==> src/rtl/debug_step_ctrl_if.sv <==
// Host command channel of the debug step controller: a single valid/ready port
// whose RUN/HALT/STEP commands are steered to cores by a mask.
interface debug_step_ctrl_if #(
  parameter int NUM_CORES  = 4,
  parameter int PC_WIDTH   = 10,
  parameter int STEP_WIDTH = 8
);
  logic                  cmd_valid;
  logic                  cmd_ready;
  logic [1:0]            cmd_op;
  logic [NUM_CORES-1:0]  cmd_core_mask;
  logic [STEP_WIDTH-1:0] cmd_arg;
  logic [PC_WIDTH-1:0]   cmd_pc;

  modport master (
    output cmd_valid, cmd_op, cmd_core_mask, cmd_arg, cmd_pc,
    input  cmd_ready
  );

  modport slave (
    input  cmd_valid, cmd_op, cmd_core_mask, cmd_arg, cmd_pc,
    output cmd_ready
  );
endinterface

==> src/rtl/debug_step_ctrl.sv <==
// Multicore debug scheduler: per-core RUN/HALT/STEP state drives each core's
// clock enable, with a shared PC breakpoint and a masked command port.
module debug_step_core #(
  parameter int STEP_WIDTH = 8
) (
  input  logic                  clk_in,
  input  logic                  rst_n,
  input  logic                  run_cmd,
  input  logic                  halt_cmd,
  input  logic                  step_cmd,
  input  logic [STEP_WIDTH-1:0] step_n,
  input  logic                  bp_match,
  output logic                  clk_en,
  output logic                  halted,
  output logic                  stepping,
  output logic                  bp_hit
);
  typedef enum logic [1:0] {S_RUN = 2'd0, S_HALT = 2'd1, S_STEP = 2'd2} state_e;

  state_e                state_q, state_d;
  logic [STEP_WIDTH-1:0] cnt_q, cnt_d;
  logic                  hit_q, hit_d;
  logic                  skip_q, skip_d;

  always_ff @(posedge clk_in) begin
    if (!rst_n) begin
      state_q <= S_RUN;
      cnt_q   <= '0;
      hit_q   <= 1'b0;
      skip_q  <= 1'b0;
    end else begin
      state_q <= state_d;
      cnt_q   <= cnt_d;
      hit_q   <= hit_d;
      skip_q  <= skip_d;
    end
  end

  always_comb begin
    state_d = state_q;
    cnt_d   = cnt_q;
    hit_d   = hit_q;
    skip_d  = skip_q;
    unique case (state_q)
      S_RUN: begin
        // skip only masks the first RUN cycle after a resume
        skip_d = 1'b0;
        if (bp_match && !skip_q) begin
          state_d = S_HALT;
          hit_d   = 1'b1;
        end else if (halt_cmd) begin
          state_d = S_HALT;
        end
      end
      S_HALT: begin
        if (run_cmd) begin
          state_d = S_RUN;
          hit_d   = 1'b0;
          skip_d  = 1'b1;
        end else if (step_cmd && (step_n != '0)) begin
          state_d = S_STEP;
          cnt_d   = step_n;
          hit_d   = 1'b0;
        end
      end
      S_STEP: begin
        if (cnt_q <= {{(STEP_WIDTH-1){1'b0}}, 1'b1}) begin
          state_d = S_HALT;
          cnt_d   = '0;
        end else begin
          cnt_d = cnt_q - 1'b1;
        end
      end
      default: state_d = S_RUN;
    endcase
  end

  assign clk_en   = (state_q == S_RUN) || (state_q == S_STEP);
  assign halted   = (state_q == S_HALT);
  assign stepping = (state_q == S_STEP);
  assign bp_hit   = hit_q;
endmodule

module debug_step_ctrl #(
  parameter int NUM_CORES  = 4,
  parameter int PC_WIDTH   = 10,
  parameter int STEP_WIDTH = 8
) (
  input  logic                          clk_in,
  input  logic                          rst_n,
  debug_step_ctrl_if.slave              cmd,
  input  logic [NUM_CORES*PC_WIDTH-1:0] core_pc,
  output logic [NUM_CORES-1:0]          core_clk_en,
  output logic [NUM_CORES-1:0]          halted,
  output logic [NUM_CORES-1:0]          bp_hit,
  output logic                          busy
);
  localparam logic [1:0] OP_RUN   = 2'b00;
  localparam logic [1:0] OP_HALT  = 2'b01;
  localparam logic [1:0] OP_STEP  = 2'b10;
  localparam logic [1:0] OP_SETBP = 2'b11;

  typedef struct packed {
    logic                en;
    logic [PC_WIDTH-1:0] addr;
  } bp_t;

  bp_t                  bp_q;
  logic                 cmd_fire;
  logic [NUM_CORES-1:0] stepping;
  logic [NUM_CORES-1:0] run_cmd, halt_cmd, step_cmd, bp_match;

  assign busy          = |stepping;
  assign cmd.cmd_ready = ~busy;
  assign cmd_fire      = cmd.cmd_valid & ~busy;

  always_ff @(posedge clk_in) begin
    if (!rst_n) begin
      bp_q <= '0;
    end else if (cmd_fire && cmd.cmd_op == OP_SETBP) begin
      bp_q.addr <= cmd.cmd_pc;
      bp_q.en   <= cmd.cmd_arg[0];
    end
  end

  for (genvar i = 0; i < NUM_CORES; i++) begin : g_core
    assign run_cmd[i]  = cmd_fire && cmd.cmd_core_mask[i] && (cmd.cmd_op == OP_RUN);
    assign halt_cmd[i] = cmd_fire && cmd.cmd_core_mask[i] && (cmd.cmd_op == OP_HALT);
    assign step_cmd[i] = cmd_fire && cmd.cmd_core_mask[i] && (cmd.cmd_op == OP_STEP);
    assign bp_match[i] = bp_q.en && (core_pc[i*PC_WIDTH +: PC_WIDTH] == bp_q.addr);

    debug_step_core #(.STEP_WIDTH(STEP_WIDTH)) u_core (
      .clk_in   (clk_in),
      .rst_n    (rst_n),
      .run_cmd  (run_cmd[i]),
      .halt_cmd (halt_cmd[i]),
      .step_cmd (step_cmd[i]),
      .step_n   (cmd.cmd_arg),
      .bp_match (bp_match[i]),
      .clk_en   (core_clk_en[i]),
      .halted   (halted[i]),
      .stepping (stepping[i]),
      .bp_hit   (bp_hit[i])
    );
  end
endmodule

==> src/flat_wrapper.sv <==
// flat-port wrapper written by rule: the top's interface ports become plain ports
module debug_step_ctrl_flat 
#(
  parameter int NUM_CORES  = 4,
  parameter int PC_WIDTH   = 10,
  parameter int STEP_WIDTH = 8
)
  (clk_in, rst_n, core_pc, core_clk_en, halted, bp_hit, busy, cmd_cmd_valid, cmd_cmd_op, cmd_cmd_core_mask, cmd_cmd_arg, cmd_cmd_pc, cmd_cmd_ready);
  debug_step_ctrl_if #(.NUM_CORES(NUM_CORES), .PC_WIDTH(PC_WIDTH), .STEP_WIDTH(STEP_WIDTH)) cmd_i ();
  input  logic clk_in;
  input  logic rst_n;
  input  logic [NUM_CORES*PC_WIDTH-1:0] core_pc;
  output logic [NUM_CORES-1:0] core_clk_en;
  output logic [NUM_CORES-1:0] halted;
  output logic [NUM_CORES-1:0] bp_hit;
  output logic busy;
  input wire logic [$bits(cmd_i.cmd_valid)-1:0] cmd_cmd_valid;
  input wire logic [$bits(cmd_i.cmd_op)-1:0] cmd_cmd_op;
  input wire logic [$bits(cmd_i.cmd_core_mask)-1:0] cmd_cmd_core_mask;
  input wire logic [$bits(cmd_i.cmd_arg)-1:0] cmd_cmd_arg;
  input wire logic [$bits(cmd_i.cmd_pc)-1:0] cmd_cmd_pc;
  output wire logic [$bits(cmd_i.cmd_ready)-1:0] cmd_cmd_ready;
  assign cmd_i.cmd_valid = cmd_cmd_valid;
  assign cmd_i.cmd_op = cmd_cmd_op;
  assign cmd_i.cmd_core_mask = cmd_cmd_core_mask;
  assign cmd_i.cmd_arg = cmd_cmd_arg;
  assign cmd_i.cmd_pc = cmd_cmd_pc;
  assign cmd_cmd_ready = cmd_i.cmd_ready;
  debug_step_ctrl #(.NUM_CORES(NUM_CORES), .PC_WIDTH(PC_WIDTH), .STEP_WIDTH(STEP_WIDTH)) u_core (.clk_in(clk_in), .rst_n(rst_n), .cmd(cmd_i), .core_pc(core_pc), .core_clk_en(core_clk_en), .halted(halted), .bp_hit(bp_hit), .busy(busy));
endmodule
==> config.mk <==
export PLATFORM = sky130hd
export DESIGN_NAME = debug_step_ctrl_flat
export DESIGN_NICKNAME = d
export VERILOG_FILES = /design/src/rtl/debug_step_ctrl_if.sv /design/src/rtl/debug_step_ctrl.sv /design/src/flat_wrapper.sv
export SDC_FILE = /design/constraint.sdc
export NUM_CORES = 1
export LEC_CHECK = 0
export ABC_AREA = 1
export CAP_MARGIN = 20
export CORE_ASPECT_RATIO = 0.75
export CORE_MARGIN = 2
export CORE_UTILIZATION = 42
export CTS_CLUSTER_DIAMETER = 120
export DETAILED_ROUTE_END_ITERATION = 8
export GPL_ROUTABILITY_DRIVEN = 1
export GPL_TIMING_DRIVEN = 0
export PLACE_DENSITY = 0.67
export SLEW_MARGIN = 20
export SYNTH_ARGS = -nofsm -noshare
export SYNTH_HDL_FRONTEND = slang
export SYNTH_SLANG_ARGS = --single-unit
==> constraint.sdc <==
create_clock -name clk_in -period 2.45 [get_ports clk_in]
set_input_delay 0.245 -clock clk_in [delete_from_list [all_inputs] [get_ports clk_in]]
set_output_delay 0.245 -clock clk_in [all_outputs]
set_load 0.03 [all_outputs]
; ---- After elaboration in Yosys (flattened, before gate mapping)
; Cells that the tools add are included.
[classes]
magnitude_cmp = 4
bitwise = 2
multipliers = 0
n_reduce_logical = 68
muxes = 64
div = 0
shift = 0
n_eq_ne = 43
add_sub_neg = 4
[op_table]
columns = cell, n
row1 = $mux W8, 12
row2 = $pmux W8 S2, 4
row3 = $eq A10 B10 Y1, 4
row4 = $mux W2, 20
row5 = $reduce_and A3 Y1, 12
row6 = $le A8 B1 Y1 const B, 4
row7 = $sub A8 B1 Y8 const B, 4
row8 = $logic_and A1 B1 Y1, 29
row9 = $ne A2 B2 Y1 const B, 12
row10 = $pmux W2 S3, 4
row11 = $mux W1, 16
row12 = $ne A2 B1 Y1 const B, 8
row13 = $pmux W1 S2, 8
row14 = $reduce_bool A2 Y1, 8
row15 = $eq A2 B2 Y1 const B, 6
row16 = $ne A3 B2 Y1 const B, 4
row17 = $ne A3 B3 Y1 const B, 4
row18 = $eq A2 B1 Y1 const B, 5
row19 = $logic_not A2 Y1, 5
row20 = $reduce_and A2 Y1, 4
row21 = $reduce_bool A8 Y1, 1
row22 = $logic_not A1 Y1, 4
row23 = $logic_or A1 B1 Y1, 4
row24 = $reduce_or A4 Y1, 1
row25 = other kinds (2), 2
[word_totals]
rom_bits = 0
elab_cells = 203
ff_bits = 59
memories = 0
latchBits = 0
ram_bits = 0
inputBits = 67

; ---- Longest topological paths before layout
[depth]
depth_word = 10
ltp_mapped = 12
depth_no_buf = 12

; ---- Modules after synthesis
; Synthesis repeated with hierarchy kept, for this count alone.
[hier_totals]
hier_cells = 872
hier_area_um2 = 5062.4
[modules_own_cells]
columns = module, area_per_inst_um2, cells_each, seq_area_each_um2, instances
row1 = debug_step_core at u_core.g_core[0].u_core ..., 918.4, 153, 240.2, 3
row2 = debug_step_ctrl, 1343.8, 259, 220.2, 1
row3 = debug_step_core at u_core.g_core[3].u_core, 963.4, 154, 240.2, 1

; ---- Worst setup path before layout
; OpenSTA, ideal clock, no wires.
[synth_timing]
path_kind = flip-flop to flip-flop
startpoint = reg u_core.g_core[0].u_core.state_q[0]
endpoint = reg u_core.g_core[3].u_core.cnt_q[5]
path_stages_with_launch = 13
period_less_slack_ps = 1606
setup_time_ps = 115
slack_ps = 844
arrival_time_ps = 1491
cell_sequence = dfxtp_1 > inv_2 > nand2_4 > nand2_4 > nor2_8 > nand2_4 > nor2_4 > nand3_1 > nand2_1 > buf_4 > nand3_1 > nand2_1 > nor2_1
[synth_via]
elab_chain_len = 9
word_cells_on_any_way = 11
classes_between = 3 x eq/ne / 2 x bitwise / 6 x reduce/logical
[synth_rtl]
columns = element, line
row1 = "start, declared", debug_step_ctrl.sv:20  ; state_e state_q, state_d;
row2 = "start signal, assigned", debug_step_ctrl.sv:32  ; state_q <= state_d;
row3 = $eq A2 B2 Y1 (*), debug_step_ctrl.sv:80  ; assign stepping = (state_q == S_STEP);
row4 = $reduce_or A4 Y1 (*), debug_step_ctrl.sv:113  ; assign busy = |stepping;
row5 = $not A1 Y1 (*), --
row6 = via cmd_cmd_ready, flat_wrapper.sv:22  ; output wire logic [$bits(cmd_i.cmd_ready)-1:0] cmd_cmd_ready;
row7 = $and A1 B1 Y1 (*), debug_step_ctrl.sv:115  ; assign cmd_fire = cmd.cmd_valid & ~busy;
row8 = $logic_and A1 B1 Y1 (*), "debug_step_ctrl.sv:127, debug_step_ctrl.sv:129"
row9 = $logic_and A1 B1 Y1, debug_step_ctrl.sv:129  ; assign step_cmd[i] = cmd_fire && cmd.cmd_core_mask[i] && (cmd.cmd_op == OP_STEP);
row10 = $logic_and A1 B1 Y1, debug_step_ctrl.sv:60  ; end else if (step_cmd && (step_n != '0)) begin
row11 = $ne A2 B1 Y1 (no source line), --
row12 = $reduce_and A3 Y1 (no source line) (*), --
row13 = "end signal, assigned", debug_step_ctrl.sv:33  ; cnt_q <= cnt_d;
row14 = "end, declared", debug_step_ctrl.sv:21  ; logic [STEP_WIDTH-1:0] cnt_q, cnt_d;
; Mark *: on every way through the listed nets, which the timed path passes. The rest lies on a longest branch.
; A chain may end at the register's enable or synchronous reset.

; ---- Worst setup path after layout
[layout_timing]
startpoint = reg u_core.g_core[0].u_core.state_q[0]
endpoint = out halted[0]
[layout_via]
elab_chain_len = 1
[layout_rtl]
columns = element, line
row1 = $eq A2 B1 Y1, debug_step_ctrl.sv:79  ; assign halted = (state_q == S_HALT);
row2 = "end, declared", flat_wrapper.sv:14  ; output logic [NUM_CORES-1:0] halted;
; No other way between the ends.

==> impl_metrics.yaml <==
floorplanning:
  fp.dieW_um: 118
  io_pins: 81
  dieHeight_um: 89.4
  rows: 31
  start_util: 0.428
  core_um2: 9540
  dieArea_um2: 10500
sta:
  fin_setup_tns_ps: 0
  fin_crit_sh: 0.887
  slew_viol_final: 0
  post-route-min-period_ps: 2170
  tightest_slew_ps: 731
  final_hold_viol_count: 0
  fmax_mhz: 460
  finClkSkew_ps: 4.94
  final-setup-viol-count: 0
  rsz0062_at_grt: "no"
  slew-limit-headroom: 0.510
yosys:
  yosysWarnings: 0
  ys_top_cells_by_area: "dfxtp_1 (29%), nand2_1 (12%), nor2_1 (11%)"
  synth_flop_cell: "dfxtp_1"
  ys_async_sr_fraction: 0
  syn_nets: 735
  synth_area_um2: 4080
  yosys_register_bits: 59
  synth-edff-count: 0
  avgSynthCellArea_um2: 6.19
  synth_top_area_cell: "dfxtp_1"
  syn-instance-count: 660
  synth_top_area_frac: 0.289
  ys_seq_area_frac: 0.289
  synth_cell_types: 29
finish:
  syn2layout_area_growth_pct: 29.9
  fill_cells: 1006
  fin_nets: 824
  final_cell_area_um2: 5300
  antenna_cells: 0
  drive_gt1_frac: 0.0703
clock_tree:
  cts_tree: "built"
  clock_latency_ps: 320
  cts_sinks: 59
  cts_hold_buf: 0
  clkTransAtPathRegs_ps: 50
  ctsHtreeMaxLevel: 3
  root_buffer: "clkbuf_16"
  postCtsResizedCells: 0
  post_cts_buffers: 0
  clk_path_buf_depth: 2
  cts_made_buffers: 9
place:
  hpwl_um: 9620
  placed_area_um2: 5030
  place_congestion: 0.899
  io_buffers: 78
grt:
  grt_antenna_before_repair: 0
  grt_pass1_vias: 4012
  grt-ovfl-total: 0
  grt_max_degree: 11
  grt_pass1_wl_um: 20200
  grt.total_usage: 0.245
power:
  p_leak_nw: 2.53
  max-vdd-ir-drop_uv: 323
  total_power_mw: 2.59
  powerDensity_nw_per_um2: 488
route:
  drcViolationCount: 0
  wl_met1_um: 6340
  drt-vias-per-instance: 4.96
  highest_layer: "met4"
  drt_iter0_markers: 331
  wl_met2_um: 5430
  routed-wl-met3_um: 592
  vias: 4393
  antenna_left: 0
  drt_first_pass_iters: 5
  routedWlPerCell_um: 14.1
  routed_wl_um: 12500
setup_path:
  critPathKind: "register to output pin"
  slowest_stage: "clkdlybuf4s50_1"
  arrival_ps: 1930
  worstSetupStartpointType: "register"
  critPathMaxFanout: 4
  cp.required_ps: 2200
  crit_path_end_kind: "output pin"
  path_cells: "inv_2, nor2_1, buf_4, clkdlybuf4s50_1"
  critical_path.top_delay_family: "buffers and inverters"
  slowest_delay_ps: 650
  critPathLaunch: "u_core.g_core[0].u_core.state_q[0]"
  cp_num_buf_inv: 3
  timing.rr.start: "u_core.g_core[2].u_core.cnt_q[0]"
outcome:
  status: "completed"
min_path:
  hold_class: "input pin to register"
  hold_start: "rst_n"
job:
  cap_viol_max_count: 0
-- report_power, final --
| group | leakage [nW] | internal [mW] | total, mW | switching [mW] |
|---|---|---|---|---|
| sequential | 0.477 | 0.980 | 1.00 | 0.0195 |
| clock | 0.137 | 0.736 | 1.16 | 0.422 |
| combinational | 1.91 | 0.209 | 0.431 | 0.223 |
-- metrics by stage --
step | utilization | worst slack, ps | hold WS [ps] | std cells
floorplan | - | 844 | 421 | 660
global placement | 0.527 | 381 | 453 | 870
detailed placement | 0.527 | 367 | 455 | 870
CTS | 0.556 | 278 | 283 | 886
global route | 0.556 | 214 | 325 | 886
finish | 0.556 | 277 | 293 | 886
-- registers in the layout (all words and copies together), names as in the netlist --
name and cells:
u_core.g_core.u_core.bp_hit 4, u_core.bp_q 11, u_core.g_core.u_core.state_q 8, u_core.g_core.u_core.skip_q 4, u_core.g_core.u_core.cnt_q 32
-- synth_stat cells, types with 2 or more instances --
cell type,count
o21ai_0,33
buf_4,13
nand2_4,5
inv_1,84
nand2_1,133
nand2_2,6
nor3_1,7
ha_1,8
o211ai_1,2
a21oi_1,34
a31oi_1,2
o22ai_1,22
clkbuf_1,10
xnor2_1,21
nor2_1,117
dfxtp_1,59
xor2_1,12
nand3_1,44
nor2_4,2
o21ai_1,20
inv_2,8
or2_2,4
nand4_1,8
-- path summary, 6_finish.rpt --
check | end | slack [ps] | cells past startpoint
hold reg to reg | u_core.g_core[3].u_core.bp_hit | 470 | 2
setup / recovery | halted[0] | 280 | 4
setup reg to reg | u_core.g_core[2].u_core.cnt_q[6] | 540 | 9
hold / removal | u_core.bp_q[0] | 290 | 3
-- cell usage in the layout (no fill, tap or decap) --
cell and n:
a21oi_1 34, inv_2 8, clkbuf_1 13, nand2_1 133, clkbuf_16 9, o22ai_1 22
xor2_1 12, ha_1 8, clkinv_1 1, clkinv_2 2, clkbuf_8 2, and2_1 1
nor2_4 2, nand2_4 5, nor3_1 7, clkdlybuf4s50_1 78, buf_4 13, xnor2_1 21
a31oi_1 2, buf_2 1, nor2_8 1, dfxtp_1 59, nand2_2 6, or2_2 4
buf_1 1, a22oi_1 1, o211ai_1 2, nor2_1 117, nand4_1 8, inv_1 84
nand3_1 44, o21ai_0 33, o21ai_1 20
-- layer usage --
metal	global-route usage	vias to the layer above
li1	-	2273
met5	0	-
met3	0.0491	13
met4	0.0668	0
met2	0.390	103
met1	0.341	2004
-- logic make-up (layout without fill, tap and decap cells) --
family                   Yosys count  after routing  synth area share
buffers and inverters            118            212             0.121
AO/OA/AOI/OAI                    114            114             0.149
flip-flops                        59             59             0.289
AND/OR/NAND/NOR                  328            328             0.346
adder cells (fa/ha/maj)            8              8            0.0245
XOR/XNOR                          33             33            0.0708
-- final cells by class --
| type | instances | area [um^2] | share of cell area |
|---|---|---|---|
| Clock inverter | 2 | 10.0 | 0.00189 |
| Clock buffer | 14 | 264 | 0.0498 |
| Sequential cell | 59 | 1180 | 0.223 |
| Multi-Input combinational cell | 483 | 2410 | 0.454 |
| Tap cell | 132 | 165 | 0.0311 |
| Buffer | 25 | 144 | 0.0271 |
| Timing Repair Buffer | 78 | 781 | 0.147 |
| Inverter | 93 | 349 | 0.0658 |
-- worst reg2reg max path: cells and delay by family, from the launching register on --
kind            cells  cell delay (ps)
fa+ha+maj           1              230
flops               1              360
simple gates        3              250
buf+inv             2              240
compound gates      3              720
Power figures use the tool's default switching activity.
